$ cat src/rtl/nexys_starship_spawn_sched.sv
// rtl/nexys_starship_spawn_sched.sv - central monster-spawn scheduler feeding the four lane SMs
// Optional feature: define SPAWN_SCHED_SEED_EN to add seed_in, loaded into the LFSR at each game start.
module nexys_starship_spawn_sched #(
  parameter logic [7:0] MAX_INTERVAL = 8'd40,
  parameter logic [7:0] MIN_INTERVAL = 8'd6,
  parameter logic [7:0] STEP         = 8'd4,
  parameter logic [7:0] LEVEL_SPAWNS = 8'd5,
  parameter logic [2:0] MAX_ACTIVE   = 3'd2,
  parameter logic [7:0] ACK_TIMEOUT  = 8'd3,
  parameter logic [7:0] LFSR_SEED    = 8'hA5
) (
  input  logic       timer_clk,
  input  logic       Reset,
  input  logic       play_flag,
  input  logic       gameover,
  input  logic [3:0] lane_full,
`ifdef SPAWN_SCHED_SEED_EN
  input  logic [7:0] seed_in,
`endif
  output logic [3:0] spawn_req,
  output logic [2:0] level,
  output logic [7:0] spawn_count,
  output logic [4:0] sched_state
);

  typedef enum logic [4:0] {
    S_IDLE  = 5'b00001,
    S_COOL  = 5'b00010,
    S_PICK  = 5'b00100,
    S_ISSUE = 5'b01000,
    S_HALT  = 5'b10000
  } state_t;

  state_t     state_q, state_d;
  logic [7:0] lfsr_q, lfsr_d;
  logic [7:0] cool_q, cool_d;
  logic [7:0] interval_q, interval_d;
  logic [7:0] ack_q, ack_d;
  logic [7:0] count_q, count_d;
  logic [3:0] req_q, req_d;
  logic [1:0] lane_q, lane_d;
  logic [2:0] level_q, level_d;

  logic       abort;
  logic       lfsr_fb;
  logic [2:0] active;
  logic [1:0] cand;
  logic [1:0] pick_lane;
  logic [7:0] count_inc;
  logic [8:0] interval_dec;
  logic [7:0] interval_next;

  assign abort         = gameover | ~play_flag;
  assign lfsr_fb       = lfsr_q[7] ^ lfsr_q[5] ^ lfsr_q[4] ^ lfsr_q[3];
  assign count_inc     = (count_q == 8'hFF) ? 8'hFF : count_q + 8'd1;
  assign interval_dec  = {1'b0, interval_q} - {1'b0, STEP};
  assign interval_next = (interval_dec[8] || (interval_dec[7:0] < MIN_INTERVAL)) ?
                         MIN_INTERVAL : interval_dec[7:0];

  always_comb begin
    active = 3'd0;
    for (int i = 0; i < 4; i++) active = active + {2'b00, lane_full[i]};
  end

  // Walk downward so the empty lane closest to the LFSR start index wins.
  always_comb begin
    cand      = 2'd0;
    pick_lane = lfsr_q[1:0];
    for (int k = 3; k >= 0; k--) begin
      cand = lfsr_q[1:0] + 2'(k);
      if (!lane_full[cand]) pick_lane = cand;
    end
  end

  always_comb begin
    state_d    = state_q;
    lfsr_d     = lfsr_q;
    cool_d     = cool_q;
    interval_d = interval_q;
    ack_d      = ack_q;
    count_d    = count_q;
    req_d      = req_q;
    lane_d     = lane_q;
    level_d    = level_q;
    if (state_q != S_IDLE && state_q != S_HALT) lfsr_d = {lfsr_q[6:0], lfsr_fb};
    if ((state_q == S_COOL || state_q == S_PICK || state_q == S_ISSUE) && abort) begin
      state_d = S_HALT;
      req_d   = 4'd0;
    end else begin
      case (state_q)
        S_IDLE: begin
          req_d = 4'd0;
          if (play_flag && !gameover) begin
            state_d    = S_COOL;
            cool_d     = 8'd0;
            level_d    = 3'd0;
            count_d    = 8'd0;
            interval_d = MAX_INTERVAL;
`ifdef SPAWN_SCHED_SEED_EN
            lfsr_d     = (seed_in != 8'd0) ? seed_in : LFSR_SEED;
`endif
          end
        end
        S_COOL: begin
          if (cool_q == interval_q - 8'd1) begin
            state_d = S_PICK;
            cool_d  = 8'd0;
          end else begin
            cool_d  = cool_q + 8'd1;
          end
        end
        S_PICK: begin
          if (!(active >= MAX_ACTIVE || lane_full == 4'hF)) begin
            state_d = S_ISSUE;
            req_d   = 4'b0001 << pick_lane;
            lane_d  = pick_lane;
            ack_d   = 8'd0;
          end
        end
        S_ISSUE: begin
          // Acknowledge is tested first so it wins over a coincident timeout.
          if (lane_full[lane_q]) begin
            req_d   = 4'd0;
            count_d = count_inc;
            state_d = S_COOL;
            if (count_inc % LEVEL_SPAWNS == 8'd0) begin
              level_d    = (level_q == 3'd7) ? 3'd7 : level_q + 3'd1;
              interval_d = interval_next;
            end
          end else if (ack_q == ACK_TIMEOUT - 8'd1) begin
            req_d   = 4'd0;
            state_d = S_COOL;
          end else begin
            ack_d   = ack_q + 8'd1;
          end
        end
        S_HALT: begin
          req_d = 4'd0;
          if (!play_flag && !gameover) state_d = S_IDLE;
        end
        default: begin
          state_d = S_IDLE;
          req_d   = 4'd0;
        end
      endcase
    end
  end

  always_ff @(posedge timer_clk or posedge Reset) begin
    if (Reset) begin
      state_q    <= S_IDLE;
      lfsr_q     <= LFSR_SEED;
      cool_q     <= 8'd0;
      interval_q <= MAX_INTERVAL;
      ack_q      <= 8'd0;
      count_q    <= 8'd0;
      req_q      <= 4'd0;
      lane_q     <= 2'd0;
      level_q    <= 3'd0;
    end else begin
      state_q    <= state_d;
      lfsr_q     <= lfsr_d;
      cool_q     <= cool_d;
      interval_q <= interval_d;
      ack_q      <= ack_d;
      count_q    <= count_d;
      req_q      <= req_d;
      lane_q     <= lane_d;
      level_q    <= level_d;
    end
  end

  assign spawn_req   = req_q;
  assign level       = level_q;
  assign spawn_count = count_q;
  assign sched_state = state_q;

endmodule

$ cat config.mk
export PLATFORM = sky130hd
export DESIGN_NAME = nexys_starship_spawn_sched
export DESIGN_NICKNAME = d
export VERILOG_FILES = /design/src/rtl/nexys_starship_spawn_sched.sv
export SDC_FILE = /design/constraint.sdc
export NUM_CORES = 1
export LEC_CHECK = 0
export ABC_CLOCK_PERIOD_IN_PS = 18280
export BUFFER_PORTS_ARGS = -buffer_cell sky130_fd_sc_hd__clkbuf_2
export CORE_UTILIZATION = 55
export CTS_BUF_LIST = sky130_fd_sc_hd__clkbuf_2
export CTS_CLUSTER_SIZE = 12
export DETAILED_ROUTE_END_ITERATION = 16
export GPL_TIMING_DRIVEN = 0
export PLACE_DENSITY = 0.72
export SLEW_MARGIN = 5
export SYNTH_ARGS = -nofsm -noshare
export SYNTH_HDL_FRONTEND = slang
export SYNTH_SLANG_ARGS = --single-unit
$ cat constraint.sdc
create_clock -name timer_clk -period 18.28 [get_ports timer_clk]
set_input_delay 3.656 -clock timer_clk [delete_from_list [all_inputs] [get_ports timer_clk]]
set_output_delay 3.656 -clock timer_clk [all_outputs]
set_load 0.01 [all_outputs]
Word-level counts from Yosys, hierarchy flattened

Index checks and enable logic that the tools add are counted.

Register bits: 54
Bits of input ports: 8
Output and inout bits: 20
Logic and storage cells: 129

Add/subtract/negate cells: 12
Div/mod/pow operators: 1
Order comparisons: 7
Equal/unequal tests: 24
Shift operators: 1
Muxes and demuxes: 47
Bitwise operators: 7
Reduce and logical (&&, ||, !) cells: 21

Operators by type and width:

| operator                                                   | count |
|---|---|
| 2-to-1 mux 8 bit                                           | 11 |
| case mux 8 bit (2 select lines)                            | 4 |
| 2-to-1 mux 5 bit                                           | 7 |
| case mux 5 bit (5 select lines)                            | 1 |
| adder 8 x 1 -> 8 bit, second input constant                | 3 |
| 2-to-1 mux 4 bit                                           | 4 |
| less-than comparator 2 x 3 -> 1 bit, second input constant | 5 |
| AND reduction 5 bit                                        | 3 |
| 2-to-1 mux 3 bit                                           | 4 |
| case mux 4 bit (3 select lines)                            | 1 |
| binary-select mux 1 bit (select 2 bit)                     | 5 |
| inequality test 3 bit, second input constant               | 3 |
| AND reduction 3 bit                                        | 3 |
| subtractor 8 x 3 -> 9 bit, second input constant           | 1 |
| == test 8 x 2 -> 1 bit, second input constant              | 1 |
| == test 8 bit                                              | 1 |
| == test 8 bit, second input constant                       | 1 |
| zero test 8 bit                                            | 1 |
| less-than comparator 8 x 3 -> 1 bit, second input constant | 1 |
| remainder unit 8 x 3 -> 8 bit, second input constant       | 1 |
| 2-to-1 mux 2 bit                                           | 4 |
| inequality test 2 bit, second input constant               | 4 |
| subtractor 8 x 1 -> 8 bit, second input constant           | 1 |
| inequality test 2 x 1 -> 1 bit, second input constant      | 3 |
| 29 further kinds                                           | 47 |

Depth between registers and ports, before layout

Word-level depth: 11
Gate-level depth with buffers: 31
Gate-level depth less buffers: 29

Least setup slack after synthesis

Ideal clock, no wire load.

Kind: input to register
Start point: input lane_full[0]
End point: register ack_q[5]
Setup time: 0.131 ns
Data arrival time: 5.962 ns
Data required time: 18.149 ns
Path slack: 12.187 ns
Stages: 12
Buffers on the path: 1
Cells stage by stage: fa_1 a21o_1 a21oi_1 o32a_1 a21oi_1 nor3_1 a21o_1 clkbuf_1 nand4_1 or2_2 xor2_1 nor2_1

Cells in the longest elaborated chain, start to end: 7
Elaborated cells on any way between the ends: 11
Those cells by class: add/sub: 3; order compare: 1; eq/ne: 3; mux: 2; reduce/logical: 2

RTL lines:

| element                                    | RTL line | RTL |
|---|---|---|
| start: declaration                         | 16       | `input logic [3:0] lane_full,` |
| adder 1 x 1 -> 2 bit                       | 62       | `for (int i = 0; i < 4; i++) active = active + {2'b00, lane_full[i]};` |
| adder 2 x 1 -> 3 bit                       | 62       |  |
| adder 3 x 1 -> 3 bit                       | 62       |  |
| greater-or-equal comparator 3 x 2 -> 1 bit | 113      | `if (!(active >= MAX_ACTIVE \|\| lane_full == 4'hF)) begin` |
| logical OR 1 bit                           | 113      |  |
| inequality test 2 bit (no source line)     | --       |  |
| AND reduction 5 bit (no source line) (*)   | --       |  |
| end signal: assignment                     | 165      | `ack_q <= ack_d;` |
| end: declaration                           | 38       | `logic [7:0] ack_q, ack_d;` |

Mark *: on every way between the ends. The rest lies on a longest branch, timed or not. The select of a mux whose other input is x is not followed.
A chain may end at the register's enable or synchronous reset.

Worst setup path after layout

Start point: register count_q[2], in the netlist spawn_count[2]
End point: register interval_q[7]

Cells in the longest elaborated chain, start to end: 6
Elaborated cells on any way between the ends: 7
Those cells by class: add/sub: 1; div: 1; eq/ne: 2; mux: 1; reduce/logical: 2

RTL lines:

| element                                               | RTL line | RTL |
|---|---|---|
| start: declaration                                    | 39       | `logic [7:0] count_q, count_d;` |
| start signal: assignment                              | 166      | `count_q <= count_d;` |
| adder 8 x 1 -> 8 bit or == test 8 bit (tied branches) | 55       | `assign count_inc = (count_q == 8'hFF) ? 8'hFF : count_q + 8'd1;` |
| 2-to-1 mux 8 bit (*)                                  | 55       |  |
| remainder unit 8 x 3 -> 8 bit (*)                     | 126      | `if (count_inc % LEVEL_SPAWNS == 8'd0) begin` |
| zero test 8 bit (*)                                   | 126      |  |
| inequality test 2 x 1 -> 1 bit (no source line) (*)   | --       |  |
| AND reduction 5 bit (no source line) (*)              | --       |  |
| end signal: assignment                                | 164      | `interval_q <= interval_d;` |
| end: declaration                                      | 37       | `logic [7:0] interval_q, interval_d;` |

Mark *: on every way between the ends. The rest lies on a longest branch, timed or not.

==> results.toml <==
[clock_network]
cts_tree = "built"
cts_resized = 0
cts_buffers = 5
clock_path_buffers = 2
clock_sinks = 53
htreeDepth = 2
postCtsSetupBuffers = 0
clk_latency_ns = 0.44
cts-root-buf = "clkbuf_2"
postCtsHoldBufs = 0
clk_pin_slew_ns = 0.27

[logic_synthesis]
yosys.area.top_type = "dfrtp_1"
synth.avg_cell_area_um2 = 8.78
ys_seq_area_share_pct = 31.3
synthTopCellsByArea = "dfrtp_1, ha_1, dfstp_2"
synth_cell_types = 87
synth-edff-count = 0
synth.most_common_cell = "dfrtp_1"
synthesis.area_um2 = 4260
synth_top_area_share_pct = 27.0
ys_ff_latch = 53
netlist_instances = 485
ys_top_cells_by_count = "dfrtp_1, nand2_1, nor2_1"
synthArstFlopShare_pct = 100
mappedNetlistNets = 510
yosysWarnings = 0
ys.flop_type = "dfrtp_1"

[timing]
worstMarginPinSlew_ns = 0.780
fin_crit_sh_pct = 39.2
drv_slew = 0
finalCriticalPeriod_ns = 7.17
fmax_mhz = 140
rsz0062_at_grt = "no"
clock_skew_ns = 0.0146
slew_headroom_pct = 47.8
tns_ns = 0
setup_viol = 0
hold_viol = 0

[route]
vias = 3912
via_per_inst = 6.31
drt_pass1_iterations = 6
wl_per_cell_um = 16.2
route.detailed.drc = 0
drt_wl_total_mm = 10.0
drtAntennaViolNets = 0
dr.first_iter.drc_count = 256

[grt]
antenna_found_initial = 0
grt-ovfl-total = 0
grt_pass1_wl_mm = 17.4
grt_pass1_vias = 3691
track_usage_pct = 25.6
grt_max_degree = 32

[floorplanning]
die-height_um = 90
dieArea_um2 = 8100
core-area_um2 = 7370
initial_core_util_pct = 57.8
io_pins = 28
die_w_um = 90
rows = 31

[setup_path]
crit_slowest_cell = "dfrtp_1"
rr_worst_depth = 29
arrival_ns = 7.56
r2r_start = "spawn_count[2]"
worstReg2RegEnd = "interval_q[7]"
critPathKind = "reg2reg"
crit_end = "interval_q[7]"
slowest_delay_ns = 0.45
cp-start-kind = "register"
critical_path.endpoint_type = "register"
cp-startpoint = "spawn_count[2]"
worstPathRequired_ns = 18.67
worst-path-max-fanout = 9
r2r_slack_ns = 11.11
crit_top_cell = "ha_1"

[placed_design]
port_buffers = 27
place_hpwl_mm = 7.56
place_congestion = 0.901

[final_layout]
num-fill-cells = 641
final_util_pct = 62.3
syn_to_final_growth_pct = 7.73
nNetsFinal = 545
drive_above_1_share_pct = 16.9
insertedDiodeCount = 0

[flow_run]
drv_cap = 0

[power]
irDropWorstVdd_mv = 0.0751
power_density_nw_per_um2 = 73.1
p_leak_nw = 2.00

[status]
status = "finished clean"

[min_path]
hold_class = "reg2reg"
[per-stage QoR]
step | setup slack (ns) | std cells | hold WS, ns | total power, W | instance area [um^2]
floorplan | 12.19 | 485 | 0.475 | 0.000256 | 4260
global placement | 11.46 | 611 | 0.470 | 0.000283 | 4520
detailed placement | 11.34 | 612 | 0.474 | 0.000289 | 4550
CTS | 11.26 | 620 | 0.538 | 0.000337 | 4590
global route | 10.72 | 620 | 0.578 | 0.000363 | 4590
finish | 11.11 | 620 | 0.528 | 0.000335 | 4590
[worst min-delay path by stage]
stage	from	endpoint	slack [ns]	cells past startpoint
2_1_floorplan	lfsr_q[6]	lfsr_q[6]	0.47	1
3_3_place_gp	spawn_req[1]	spawn_req[1]	0.47	2
3_5_place_dp	spawn_req[1]	spawn_req[1]	0.47	2
4_1_cts	spawn_req[1]	spawn_req[1]	0.54	2
5_1_grt	spawn_req[3]	spawn_req[3]	0.58	2
6_report	spawn_req[3]	spawn_req[3]	0.53	2
[metal layers]
metal,GRT usage [%],vias up,share of wire (%)
li1,-,1885,-
met1,36.3,1902,48
met2,40.8,114,46
met3,3.55,11,5.1
met4,7.12,0,1.3
met5,0,-,0
[area by class of cell]
type / count / area [um^2] / share of cell area (%)
Multi-Input combinational cell: 388 / 2720 / 59.3
Timing Repair Buffer: 28 / 163 / 3.55
Clock inverter: 3 / 17.5 / 0.382
Sequential cell: 53 / 1340 / 29.1
Buffer: 23 / 123 / 2.67
Tap cell: 99 / 124 / 2.70
Clock buffer: 5 / 25.0 / 0.545
Inverter: 21 / 78.8 / 1.72
[layout by cell type (no fill, tap or decap), types with 6 or more instances in the layout]
cell,Yosys,routed
nand4_1,8,8
dfrtp_1,46,46
clkbuf_2,0,32
or3_1,6,6
a31oi_1,6,6
a21o_1,8,8
nand3_1,26,26
clkbuf_1,14,14
xor2_1,11,11
nand2_1,45,45
and3_1,8,8
o21ai_0,22,22
o31ai_1,10,10
inv_1,20,19
mux2_2,9,9
ha_1,16,16
dfstp_2,7,7
o22ai_1,6,6
nor3_1,10,10
and2_1,6,6
nor2_1,34,34
xnor2_1,19,19
a21oi_1,22,22
[report_power, final]
part	total [W]	internal, W	switching, W
combinational	0.000126	0.0000556	0.0000706
sequential	0.000162	0.000142	0.0000198
clock	0.0000475	0.00000912	0.0000384
total	0.000335	0.000207	0.000129
[kinds of logic after synthesis]
group	after synthesis	synth area share, %
mux	12	3.38
fa+ha+maj	17	5.17
xor+xnor	31	6.55
simple gates	187	23.6
compound gates	141	25.3
buf+inv	44	4.73
flops	53	31.3
[sequential cells by signal (all words and copies together), names as in the netlist, 3 cells and up]
name and flops:
ack_q 8, cool_q 8, interval_q 7, level 3, lfsr_q 8, sched_state 5
spawn_count 8, spawn_req 4
[worst max-delay path, delay by kind of cell, from the launching register on]
kind                     cells  cell delay, ns
adder cells (fa/ha/maj)      3            0.74
AO/OA/AOI/OAI               10            2.40
XOR/XNOR                     2            0.62
flip-flops                   1            0.45
AND/OR/NAND/NOR             10            2.37
buffers and inverters        4            0.53
(Power assumes the default switching activity.)
